$ cat src/rtl/seq_bit_gen.sv
// seq_bit_gen - serial bit-pattern transmitter.
//
// Sends a captured pattern MSB-first (bit len-1 first), one bit per clock,
// repeats it reps+1 times with GAP_CYCLES idle cycles between repetitions,
// and reports completion with a one-cycle done pulse.
//
// Ports:
//   clk      in   clock, rising edge
//   n_reset  in   synchronous active-low reset
//   start    in   request a transmission (sampled only while idle)
//   abort    in   cancel a transmission in progress
//   pattern  in   [MAX_LEN-1:0] bits to send
//   len      in   [LEN_W-1:0]   bits per repetition, 1..MAX_LEN (larger clamps)
//   reps     in   [REP_W-1:0]   extra repetitions
//   d_out    out  serial data
//   d_valid  out  d_out carries a pattern bit
//   busy     out  transmission in progress
//   done     out  one-cycle pulse after the final bit
//   err      out  one-cycle pulse for a start with len==0
//
// state  | meaning
// -------+-----------------------------------------------------------
// IDLE   | waiting for start; captures pattern/len/reps on accept
// SEND   | shifting out one pattern bit per cycle
// GAP    | idle spacing between repetitions, busy held high
// DONE   | last bit has gone out; raises done, then back to IDLE

module seq_bit_gen #(
   parameter int MAX_LEN    = 16,
   parameter int LEN_W      = 5,
   parameter int REP_W      = 4,
   parameter int GAP_CYCLES = 1
) (
   input  logic               clk,
   input  logic               n_reset,
   input  logic               start,
   input  logic               abort,
   input  logic [MAX_LEN-1:0] pattern,
   input  logic [LEN_W-1:0]   len,
   input  logic [REP_W-1:0]   reps,
   output logic               d_out,
   output logic               d_valid,
   output logic               busy,
   output logic               done,
   output logic               err
);

   localparam logic [1:0] S_IDLE = 2'd0;
   localparam logic [1:0] S_SEND = 2'd1;
   localparam logic [1:0] S_GAP  = 2'd2;
   localparam logic [1:0] S_DONE = 2'd3;

   localparam int GAP_W = (GAP_CYCLES > 1) ? $clog2(GAP_CYCLES) : 1;

   logic [1:0]         state_q, state_d;
   logic [MAX_LEN-1:0] pat_q, pat_d;
   logic [MAX_LEN-1:0] shreg_q, shreg_d;
   logic [LEN_W-1:0]   len_q, len_d;
   logic [REP_W-1:0]   reps_q, reps_d;
   logic [LEN_W-1:0]   bit_idx_q, bit_idx_d;
   logic [REP_W-1:0]   rep_cnt_q, rep_cnt_d;
   logic [GAP_W-1:0]   gap_cnt_q, gap_cnt_d;
   logic               d_out_q, d_out_d;
   logic               d_valid_q, d_valid_d;
   logic               busy_q, busy_d;
   logic               done_q, done_d;
   logic               err_q, err_d;

   logic [LEN_W-1:0]   len_clamp;
   logic [LEN_W-1:0]   shamt;
   logic               last_bit;

   assign len_clamp = (len > LEN_W'(MAX_LEN)) ? LEN_W'(MAX_LEN) : len;
   // Left-align the pattern so the first bit to send always sits in the MSB.
   assign shamt     = LEN_W'(MAX_LEN) - len_clamp;
   assign last_bit  = (bit_idx_q == len_q - 1'b1);

   always_comb begin
      state_d   = state_q;
      pat_d     = pat_q;
      shreg_d   = shreg_q;
      len_d     = len_q;
      reps_d    = reps_q;
      bit_idx_d = bit_idx_q;
      rep_cnt_d = rep_cnt_q;
      gap_cnt_d = gap_cnt_q;
      d_out_d   = 1'b0;
      d_valid_d = 1'b0;
      busy_d    = busy_q;
      done_d    = 1'b0;
      err_d     = 1'b0;

      case (state_q)
         S_IDLE: begin
            busy_d = 1'b0;
            if (start && !abort) begin
               if (len == '0) begin
                  err_d = 1'b1;
               end else begin
                  pat_d     = pattern << shamt;
                  shreg_d   = pattern << shamt;
                  len_d     = len_clamp;
                  reps_d    = reps;
                  bit_idx_d = '0;
                  rep_cnt_d = '0;
                  state_d   = S_SEND;
                  busy_d    = 1'b1;
               end
            end
         end

         S_SEND: begin
            if (abort) begin
               state_d = S_IDLE;
               busy_d  = 1'b0;
            end else begin
               d_out_d   = shreg_q[MAX_LEN-1];
               d_valid_d = 1'b1;
               shreg_d   = shreg_q << 1;
               bit_idx_d = bit_idx_q + 1'b1;
               if (last_bit) begin
                  // rep_cnt is compared before it increments, so reps at
                  // its maximum still yields 2^REP_W sends without wrapping.
                  if (rep_cnt_q == reps_q) begin
                     state_d = S_DONE;
                  end else if (GAP_CYCLES > 0) begin
                     state_d   = S_GAP;
                     gap_cnt_d = GAP_W'(GAP_CYCLES - 1);
                  end else begin
                     bit_idx_d = '0;
                     rep_cnt_d = rep_cnt_q + 1'b1;
                     shreg_d   = pat_q;
                  end
               end
            end
         end

         S_GAP: begin
            if (abort) begin
               state_d = S_IDLE;
               busy_d  = 1'b0;
            end else if (gap_cnt_q == '0) begin
               state_d   = S_SEND;
               bit_idx_d = '0;
               rep_cnt_d = rep_cnt_q + 1'b1;
               shreg_d   = pat_q;
            end else begin
               gap_cnt_d = gap_cnt_q - 1'b1;
            end
         end

         S_DONE: begin
            done_d  = 1'b1;
            busy_d  = 1'b0;
            state_d = S_IDLE;
         end

         default: begin
            state_d = S_IDLE;
            busy_d  = 1'b0;
         end
      endcase
   end

   always_ff @(posedge clk) begin
      if (!n_reset) begin
         state_q   <= S_IDLE;
         pat_q     <= '0;
         shreg_q   <= '0;
         len_q     <= '0;
         reps_q    <= '0;
         bit_idx_q <= '0;
         rep_cnt_q <= '0;
         gap_cnt_q <= '0;
         d_out_q   <= 1'b0;
         d_valid_q <= 1'b0;
         busy_q    <= 1'b0;
         done_q    <= 1'b0;
         err_q     <= 1'b0;
      end else begin
         state_q   <= state_d;
         pat_q     <= pat_d;
         shreg_q   <= shreg_d;
         len_q     <= len_d;
         reps_q    <= reps_d;
         bit_idx_q <= bit_idx_d;
         rep_cnt_q <= rep_cnt_d;
         gap_cnt_q <= gap_cnt_d;
         d_out_q   <= d_out_d;
         d_valid_q <= d_valid_d;
         busy_q    <= busy_d;
         done_q    <= done_d;
         err_q     <= err_d;
      end
   end

   assign d_out   = d_out_q;
   assign d_valid = d_valid_q;
   assign busy    = busy_q;
   assign done    = done_q;
   assign err     = err_q;

endmodule
$ cat config.mk
export PLATFORM = sky130hd
export DESIGN_NAME = seq_bit_gen
export DESIGN_NICKNAME = d
export VERILOG_FILES = /design/src/rtl/seq_bit_gen.sv
export SDC_FILE = /design/constraint.sdc
export NUM_CORES = 1
export LEC_CHECK = 0
export ABC_AREA = 1
export CELL_PAD_IN_SITES_DETAIL_PLACEMENT = 2
export CELL_PAD_IN_SITES_GLOBAL_PLACEMENT = 2
export CORE_ASPECT_RATIO = 1.75
export CORE_MARGIN = 8
export CORE_UTILIZATION = 30
export CTS_BUF_LIST = sky130_fd_sc_hd__clkbuf_8
export DETAILED_ROUTE_END_ITERATION = 7
export PLACE_DENSITY_LB_ADDON = 0.1
export SLEW_MARGIN = 30
export SYNTH_ARGS = -nofsm -noshare
export SYNTH_HDL_FRONTEND = slang
export SYNTH_SLANG_ARGS = --single-unit
$ cat constraint.sdc
create_clock -name clk -period 2.58 [get_ports clk]
set_input_delay 0.387 -clock clk [delete_from_list [all_inputs] [get_ports clk]]
set_output_delay 0.387 -clock clk [all_outputs]
set_load 0.05 [all_outputs]
==> flow_metrics.tcl, run 1 <==
set metrics [dict create \
    status "complete, no violations" \
    routed_wl_mm 12.8 \
    synth-edff-count 0 \
    io_pins 34 \
    gp_congestion 0.835 \
    worstSetupPathType "primary input to register" \
    htreeDepth 3 \
    start_util_pct 30.5 \
    dp_slack_ns -0.164 \
    area_growth_pct 22.1 \
    crit_required_ns 2.83 \
    wire_per_inst_um 17.2 \
    overflow 0 \
    cts_inserted_buffers 9 \
    multiInputGateArea_um2 2080 \
    cts_tree "yes" \
    grt_usage_pct 16.8 \
    min_path_type "register to register" \
    path_clk_slew_ns 0.06 \
    power_frac_comb_pct 50.2 \
    r2r_cells 6 \
    cts_hold_repair.buffers 0 \
    crit_fanout 7 \
    ant_nets 0 \
    slowest_delay_ns 0.47 \
    fmax_ghz 0.430 \
    rsz0062_at_grt "false" \
    clkSinkCount 57 \
    async_flop_share_pct 0 \
    die_area_um2 16000 \
    antenna_found_initial 0 \
    cp_slowest_cell "clkdlybuf4s50_1" \
    port_buffers 33 \
    clk_latency_ns 0.34 \
    stdcell_area_um2 4440 \
    p_leak_uw 0.00199 \
    drc 0 \
    netlist.area_leader.share_pct 31.4 \
    dpl.hpwl_mm 10.2 \
    synth-seq-area-share_pct 31.4 \
    yosys-top-cells-area "dfxtp_1 31%, nand3_1 15%, nand2_1 12%" \
    hold_viol_final 0 \
    antenna_cells 0 \
    ctsResizeCount 0 \
    p_int_uw 2290 \
    synth_nets 594 \
    cts_buffer_depth 2 \
    ff2ff_setup_slack_ns 0.56 \
    die_w_um 99.3 \
    fin_crit_sh_pct 90.2 \
    layout_setup_ws_ns 0.252 \
    first_pass_iters 4 \
    power_density_nw_per_um2 919 \
    finalClockSkew_ns 0.00527 \
    share_seq_of_total_power_pct 29.9 \
    root_buffer "clkbuf_8" \
    period_needed_ns 2.33 \
    finalSetupViolCount 0 \
    min_path_cells 2 \
    cap_violations 0 \
    worstMarginPinSlew_ns 0.602 \
    grt_pass1_wl_mm 21.6 \
    grt_pass1_vias 4322 \
    final_common_cell "nand2_1" \
    ir_drop_uv 473 \
    slew_headroom_pct 59.6 \
    crit_arrival_ns 2.58 \
    final_nets 638 \
    ys_warn_count 0 \
    synth_cells 557 \
    drtIter0Drc 108 \
    synth_cell_types 41 \
    synth_flop_cell "dfxtp_1" \
    vias_per_cell 5.25 \
    drive_gt1_share_pct 11.6 \
    path_cells "clkdlybuf4s50_1 > nor2_4 > nand2_2 > nand2_4 > nand2_4 > ha_1 > xor2_4 > inv_2 > nand2_1 > nor3_1 > nand2_1 > a21oi_1" \
    regArea_um2 1140 \
    yosysTopAreaCell "dfxtp_1" \
    core-area_um2 11900 \
    clock_power_share_pct 19.9 \
    syn_area_um2 3640 \
    drv_slew 0 \
    fp.dieH_um 162 \
    place_area_um2 4260 \
    fill_cells 1457 \
    cp-end-kind "register" \
    synth.ff_latch_count 57 \
    vias 3893 \
    rows 53 \
    p_sw_share_pct 44.0 \
    power.net_switching_uw 1800 \
    grt_max_degree 36 \
    cts_setup_buffers 0 \
    final_cell_mix "114 x nand2_1, 106 x nand3_1, 62 x inv_1, 57 x dfxtp_1" \
    critPathLaunchType "primary input" \
    avgSynthCellArea_um2 6.53 \
]
## power groups by stage
stage,clock [µW],combinational [µW],sequential [µW]
5_1_grt,876,2300,1240
3_5_place_dp,0,2080,1240
4_1_cts,837,2100,1220
2_1_floorplan,0,1320,1220
6_report,812,2050,1220
3_3_place_gp,0,2020,1230
## registers in the layout, indices dropped and copies added, names as in the netlist
| register | flops |
|---|---|
| rep_cnt_q | 4 |
| shreg_q | 16 |
| d_valid | 1 |
| len_q | 5 |
| err | 1 |
| bit_idx_q | 5 |
| d_out | 1 |
| done | 1 |
| busy | 1 |
| reps_q | 4 |
| state_q | 2 |
| pat_q | 16 |
## kinds of logic (layout without fill, tap and decap cells)
family / count (synthesis) / count (layout) / synth area share [%]
flip-flops: 57 / 57 / 31.4
AO/OA/AOI/OAI: 107 / 107 / 16.7
XOR/XNOR: 11 / 11 / 3.16
AND/OR/NAND/NOR: 273 / 273 / 34.6
adder cells (fa/ha/maj): 8 / 8 / 2.75
buffers and inverters: 101 / 148 / 11.4
## cells in the mapped netlist (3+ instances only)
master	instances
dfxtp_1	57
inv_1	62
o21ai_2	3
nand2_4	3
o21ai_1	3
xnor2_1	8
nand2_2	5
a21oi_1	42
nor3b_1	3
clkinv_1	3
a221o_1	3
nor2_1	21
o21ai_0	42
buf_6	3
clkbuf_1	18
nor3_1	8
ha_1	8
buf_2	8
o211ai_1	6
inv_2	4
nand3_1	106
nand2_1	114
## per-stage QoR
stage | power, µW | utilization, % | TNS [ns] | instances | hold WS (ns)
6_report | 4090 | 37.2 | 0 | 741 | 0.473
5_1_grt | 4420 | 37.2 | 0 | 741 | 0.495
4_1_cts | 4160 | 37.2 | 0 | 741 | 0.477
3_5_place_dp | 3320 | 35.7 | -1.13 | 727 | 0.468
3_3_place_gp | 3250 | 35.7 | -0.00492 | 727 | 0.455
2_1_floorplan | 2540 | - | 0 | 557 | 0.446
## metal layers
metal  vias to the layer above  GRT usage [%]  share of wire (%)
met5                         -              0                  0
met4                         0           6.23                2.1
met1                      1903           16.3                 38
met2                        47           33.6                 57
met3                        19           2.61                2.2
li1                       1924              -                  -
## critical path: cells and delay by family
| kind | cells | cell delay, ns |
|---|---|---|
| compound gates | 1 | 0.13 |
| simple gates | 7 | 1.02 |
| fa+ha+maj | 1 | 0.27 |
| buf+inv | 2 | 0.55 |
| xor+xnor | 1 | 0.22 |
## area by class of cell
class	count	area share [%]
multi-input cells	399	46.8
repair buffers	65	13.7
clock buffers	10	3.10
well taps	137	3.86
inverters	69	5.83
clock inverters	4	1.01
flip-flops and latches	57	25.7
## path summary, 6_finish.rpt
kind | to | startpoint
setup / recovery | pat_q[1] | len[0]
hold / removal | pat_q[2] | pat_q[2]
setup reg to reg | shreg_q[15] | state_q[0]
hold reg to reg | pat_q[2] | pat_q[2]
(Power assumes the default switching activity.)
==> run 2, diff against run 1 <==
- CORE_ASPECT_RATIO: 1.75 -> default
==> flow_metrics.tcl, run 2 (synthesis results as in run 1) <==
set metrics [dict create \
    worstMarginPinSlew_ns 0.588 \
    final_common_cell "nand2_1" \
    drv_slew 0 \
    routed_wl_mm 13.0 \
    ir_drop_uv 381 \
    path_clk_slew_ns 0.06 \
    cap_violations 0 \
    p_int_uw 2270 \
    period_needed_ns 2.34 \
    drtIter0Drc 139 \
    gp_congestion 0.838 \
    rsz0062_at_grt "false" \
    die_area_um2 15900 \
    hold_viol_final 0 \
    cts_inserted_buffers 9 \
    clock_power_share_pct 20.5 \
    final_nets 643 \
    vias 3886 \
    power_frac_comb_pct 49.3 \
    grt_pass1_vias 4194 \
    fp.dieH_um 126 \
    area_growth_pct 23.3 \
    rows 40 \
    power_density_nw_per_um2 899 \
    fin_crit_sh_pct 90.6 \
    port_buffers 33 \
    dp_slack_ns -0.111 \
    final_cell_mix "114 x nand2_1, 106 x nand3_1, 65 x inv_1, 57 x dfxtp_1" \
    layout_setup_ws_ns 0.243 \
    die_w_um 126 \
    clk_latency_ns 0.36 \
    cts_tree "yes" \
    htreeDepth 3 \
    clkSinkCount 57 \
    p_sw_share_pct 43.8 \
    p_leak_uw 0.00202 \
    fill_cells 1478 \
    critPathLaunchType "primary input" \
    crit_required_ns 2.86 \
    finalSetupViolCount 0 \
    power.net_switching_uw 1760 \
    ctsResizeCount 0 \
    grt_pass1_wl_mm 21.3 \
    whs_ns 0.467 \
    min_path_type "register to register" \
    drc 0 \
    grt_usage_pct 16.8 \
    cts_hold_repair.buffers 0 \
    cts_buffer_depth 2 \
    share_seq_of_total_power_pct 30.2 \
    fmax_ghz 0.428 \
    wire_per_inst_um 17.2 \
    core-area_um2 11900 \
    overflow 0 \
    dpl.hpwl_mm 9.96 \
    finalClockSkew_ns 0.00571 \
    root_buffer "clkbuf_8" \
    crit_arrival_ns 2.62 \
    grt_max_degree 41 \
    status "complete, no violations" \
    io_pins 34 \
    crit_fanout 7 \
    drive_gt1_share_pct 12.1 \
    vias_per_cell 5.13 \
    reg_top3 "pat_q: 16 flops, shreg_q: 16 flops" \
    first_pass_iters 4 \
    cts_setup_buffers 0 \
    ant_nets 0 \
    start_util_pct 30.5 \
    antenna_cells 0 \
    slew_headroom_pct 60.6 \
    cp-end-kind "register" \
    antenna_found_initial 0 \
    worstSetupPathType "primary input to register" \
]
## run 2: area by class of cell
cell class                      instances  area, µm²  area share (%)
Clock buffer                           10        138            3.07
Clock inverter                          6       51.3            1.14
Inverter                               69        259            5.77
Multi-Input combinational cell        399       2080            46.4
Sequential cell                        57       1140            25.4
Tap cell                              147        184            4.10
Timing Repair Buffer                   70        633            14.1
## run 2: critical path: stages
cell,delay [ns]
clkdlybuf4s50_1,0.44
nor2_1,0.18
nand2_2,0.09
nand2_4,0.07
nand2_4,0.04
ha_1,0.27
xor2_4,0.23
inv_2,0.08
nand2_1,0.19
nor3_1,0.37
nand2_1,0.11
a21oi_1,0.15
## run 2: routing by layer
| layer | track usage, % | routed length (µm) | up-vias |
|---|---|---|---|
| li1 | - | - | 1939 |
| met1 | 19.2 | 5970 | 1908 |
| met2 | 30.1 | 6580 | 27 |
| met3 | 3.71 | 284 | 12 |
| met4 | 5.73 | 197 | 0 |
| met5 | 0 | 0 | - |
## run 2: path summary, 6_finish.rpt
| kind | start | end | slack (ns) | cells past startpoint |
|---|---|---|---|---|
| max reg2reg | state_q[0] | shreg_q[0] | 0.42 | 9 |
| min reg2reg | pat_q[2] | pat_q[2] | 0.47 | 2 |
| max | len[3] | pat_q[1] | 0.24 | 12 |
| min | pat_q[2] | pat_q[2] | 0.47 | 2 |
## run 2: power groups by stage
stage                     logic [µW]  registers (µW)  clock network (µW)
after floorplan                 1320            1220                   0
after global placement          1930            1220                   0
after detailed placement        2010            1230                   0
after CTS                       2020            1220                 861
after global routing            2220            1240                 901
final                           1990            1220                 826
## run 2: stage by stage
step / instances / cell area, µm² / utilization [%] / TNS [ns] / total power [µW]
global route: 758 / 4490 / 37.7 / 0 / 4360
floorplan: 557 / 3640 / - / 0 / 2540
CTS: 758 / 4490 / 37.7 / 0 / 4100
global placement: 742 / 4300 / 36.1 / -0.213 / 3160
finish: 758 / 4490 / 37.7 / 0 / 4030
detailed placement: 742 / 4300 / 36.1 / -0.980 / 3240
==> run 3, diff against run 2 <==
- SETUP_SLACK_MARGIN: default -> 0.2
==> flow_metrics.tcl, run 3 (synthesis results as in run 1) <==
set metrics [dict create \
    critPathLaunchType "primary input" \
    period_needed_ns 2.25 \
    path_cells "clkdlybuf4s50_1 > nor2_2 > nand2_2 > nand2_4 > nand2_4 > ha_2 > buf_4 > nand3_1 > nand3_1 > nand3_1 > nand3_1 > nand2_1 > a21oi_1" \
    finalClockSkew_ns 0.00696 \
    cts_setup_buffers 0 \
    p_leak_uw 0.00200 \
    first_pass_iters 4 \
    crit_top_cell "nand3_1" \
    crit_arrival_ns 2.52 \
    cts_hold_repair.buffers 0 \
    grt_pass1_wl_mm 21.5 \
    ant_nets 0 \
    power_frac_comb_pct 50.3 \
    finalSetupViolCount 0 \
    worstSetupPathType "primary input to register" \
    cp-end-kind "register" \
    share_seq_of_total_power_pct 30.7 \
    slowest_delay_ns 0.44 \
    worstMarginPinSlew_ns 0.578 \
    min_path_type "register to register" \
    port_buffers 33 \
    fmax_ghz 0.445 \
    cp_slowest_cell "clkdlybuf4s50_1" \
    cts_inserted_buffers 9 \
    path_clk_slew_ns 0.06 \
    clk_latency_ns 0.34 \
    fin_crit_sh_pct 87.1 \
    grt_pass1_vias 4223 \
    slew_headroom_pct 61.2 \
    rsz0062_at_grt "false" \
    antenna_cells 0 \
    finalSetupTns_ns 0 \
    hold_viol_final 0 \
    clkSinkCount 57 \
    io_pins 34 \
    final_common_cell "nand2_1" \
    root_buffer "clkbuf_8" \
    status "complete, no violations" \
    overflow 0 \
    vias_per_cell 5.18 \
    rows 40 \
    vias 3908 \
    core-area_um2 11900 \
    place_area_um2 4270 \
    crit_fanout 9 \
    grt_usage_pct 16.8 \
    htreeDepth 3 \
    area_growth_pct 22.7 \
    die_w_um 126 \
    p_sw_share_pct 44.6 \
    ir_drop_uv 279 \
    cap_violations 0 \
    start_util_pct 30.5 \
    dpl.hpwl_mm 10.0 \
    drtIter0Drc 141 \
    fp.dieH_um 126 \
    cts_tree "yes" \
    power_density_nw_per_um2 887 \
    wire_per_inst_um 17.2 \
    grt_max_degree 41 \
    cp_top_family "simple AND/OR/NAND/NOR gates" \
    cp.buffers_inverters 2 \
    drive_gt1_share_pct 13.0 \
    drv_slew 0 \
    die_area_um2 15900 \
    final_nets 640 \
    p_int_uw 2190 \
    reg_top3 "pat_q: 16 flops, shreg_q: 16 flops" \
    routed_wl_mm 13.0 \
    gp_congestion 0.830 \
    cts_buffer_depth 2 \
    final_cell_mix "114 x nand2_1, 105 x nand3_1, 64 x inv_1, 57 x dfxtp_1, 42 x a21oi_1" \
    drc 0 \
    crit_required_ns 2.86 \
    fill_cells 1456 \
    antenna_found_initial 0 \
    stdcell_area_um2 4470 \
    power.net_switching_uw 1770 \
    clock_power_share_pct 19.0 \
]
## run 3: changes by cell type in the layout (fill, tap and decap cells not counted), sizes merged
| cell | before | now |
|---|---|---|
| buf | 37 | 34 |
| bufinv | 1 | 0 |
| clkbuf | 10 | 11 |
| clkdlybuf4s50 | 33 | 32 |
| clkinv | 5 | 6 |
| dlymetal6s2s | 0 | 1 |
| inv | 69 | 68 |
## run 3: final cells by class
| class | instances | area, µm² | area share, % |
|---|---|---|---|
| multi-input cells | 399 | 2100 | 47.1 |
| flip-flops and latches | 57 | 1140 | 25.6 |
| repair buffers | 67 | 601 | 13.4 |
| inverters | 69 | 264 | 5.91 |
| well taps | 147 | 184 | 4.12 |
| clock buffers | 11 | 151 | 3.39 |
| clock inverters | 5 | 22.5 | 0.504 |
## run 3: final timing paths
path                                 start          end  slack (ns)  depth (start not counted)
worst min-delay path              pat_q[2]     pat_q[2]        0.48                          2
worst max-delay path                len[1]  shreg_q[13]        0.33                         13
worst max register to register  state_q[0]   shreg_q[0]        0.53                          9
worst min register to register    pat_q[2]     pat_q[2]        0.48                          2
## run 3: power by group through the flow
stage / logic, µW / clock network [µW] / registers, µW
6_report: 1990 / 751 / 1220
5_1_grt: 2250 / 815 / 1240
4_1_cts: 2020 / 785 / 1220
3_5_place_dp: 1990 / 0 / 1240
3_3_place_gp: 1930 / 0 / 1220
2_1_floorplan: 1320 / 0 / 1220
## run 3: repair_timing
| action | in CTS | in global routing |
|---|---|---|
| gates resized for setup | 2 | 7 |
| hold endpoints to repair | 0 | 0 |
| setup endpoints to repair | 7 | 21 |
| pin swaps | 1 | 0 |
## run 3: layer usage
layer,track usage [%],vias to the layer above,part of all wire (%)
met3,3.42,7,2.4
li1,-,1932,-
met2,30.6,36,52
met5,0,-,0
met4,4.60,0,0.72
met1,19.5,1933,45
## run 3: metrics by stage
step | setup slack [ns] | util (%) | power, µW | std cells | hold WS, ns
5_1_grt | 0.200 | 37.5 | 4310 | 755 | 0.497
6_report | 0.333 | 37.5 | 3960 | 755 | 0.483
2_1_floorplan | 0.223 | - | 2540 | 557 | 0.446
3_3_place_gp | -0.102 | 35.8 | 3150 | 739 | 0.455
4_1_cts | 0.205 | 37.3 | 4020 | 755 | 0.484
3_5_place_dp | -0.204 | 35.8 | 3230 | 739 | 0.474
## run 3: worst reg2reg max path, delay by kind of cell (launching register included)
kind / cells / cell delay, ns
compound gates: 3 / 0.50
flops: 1 / 0.41
fa+ha+maj: 1 / 0.34
simple gates: 2 / 0.27
buf+inv: 3 / 0.41
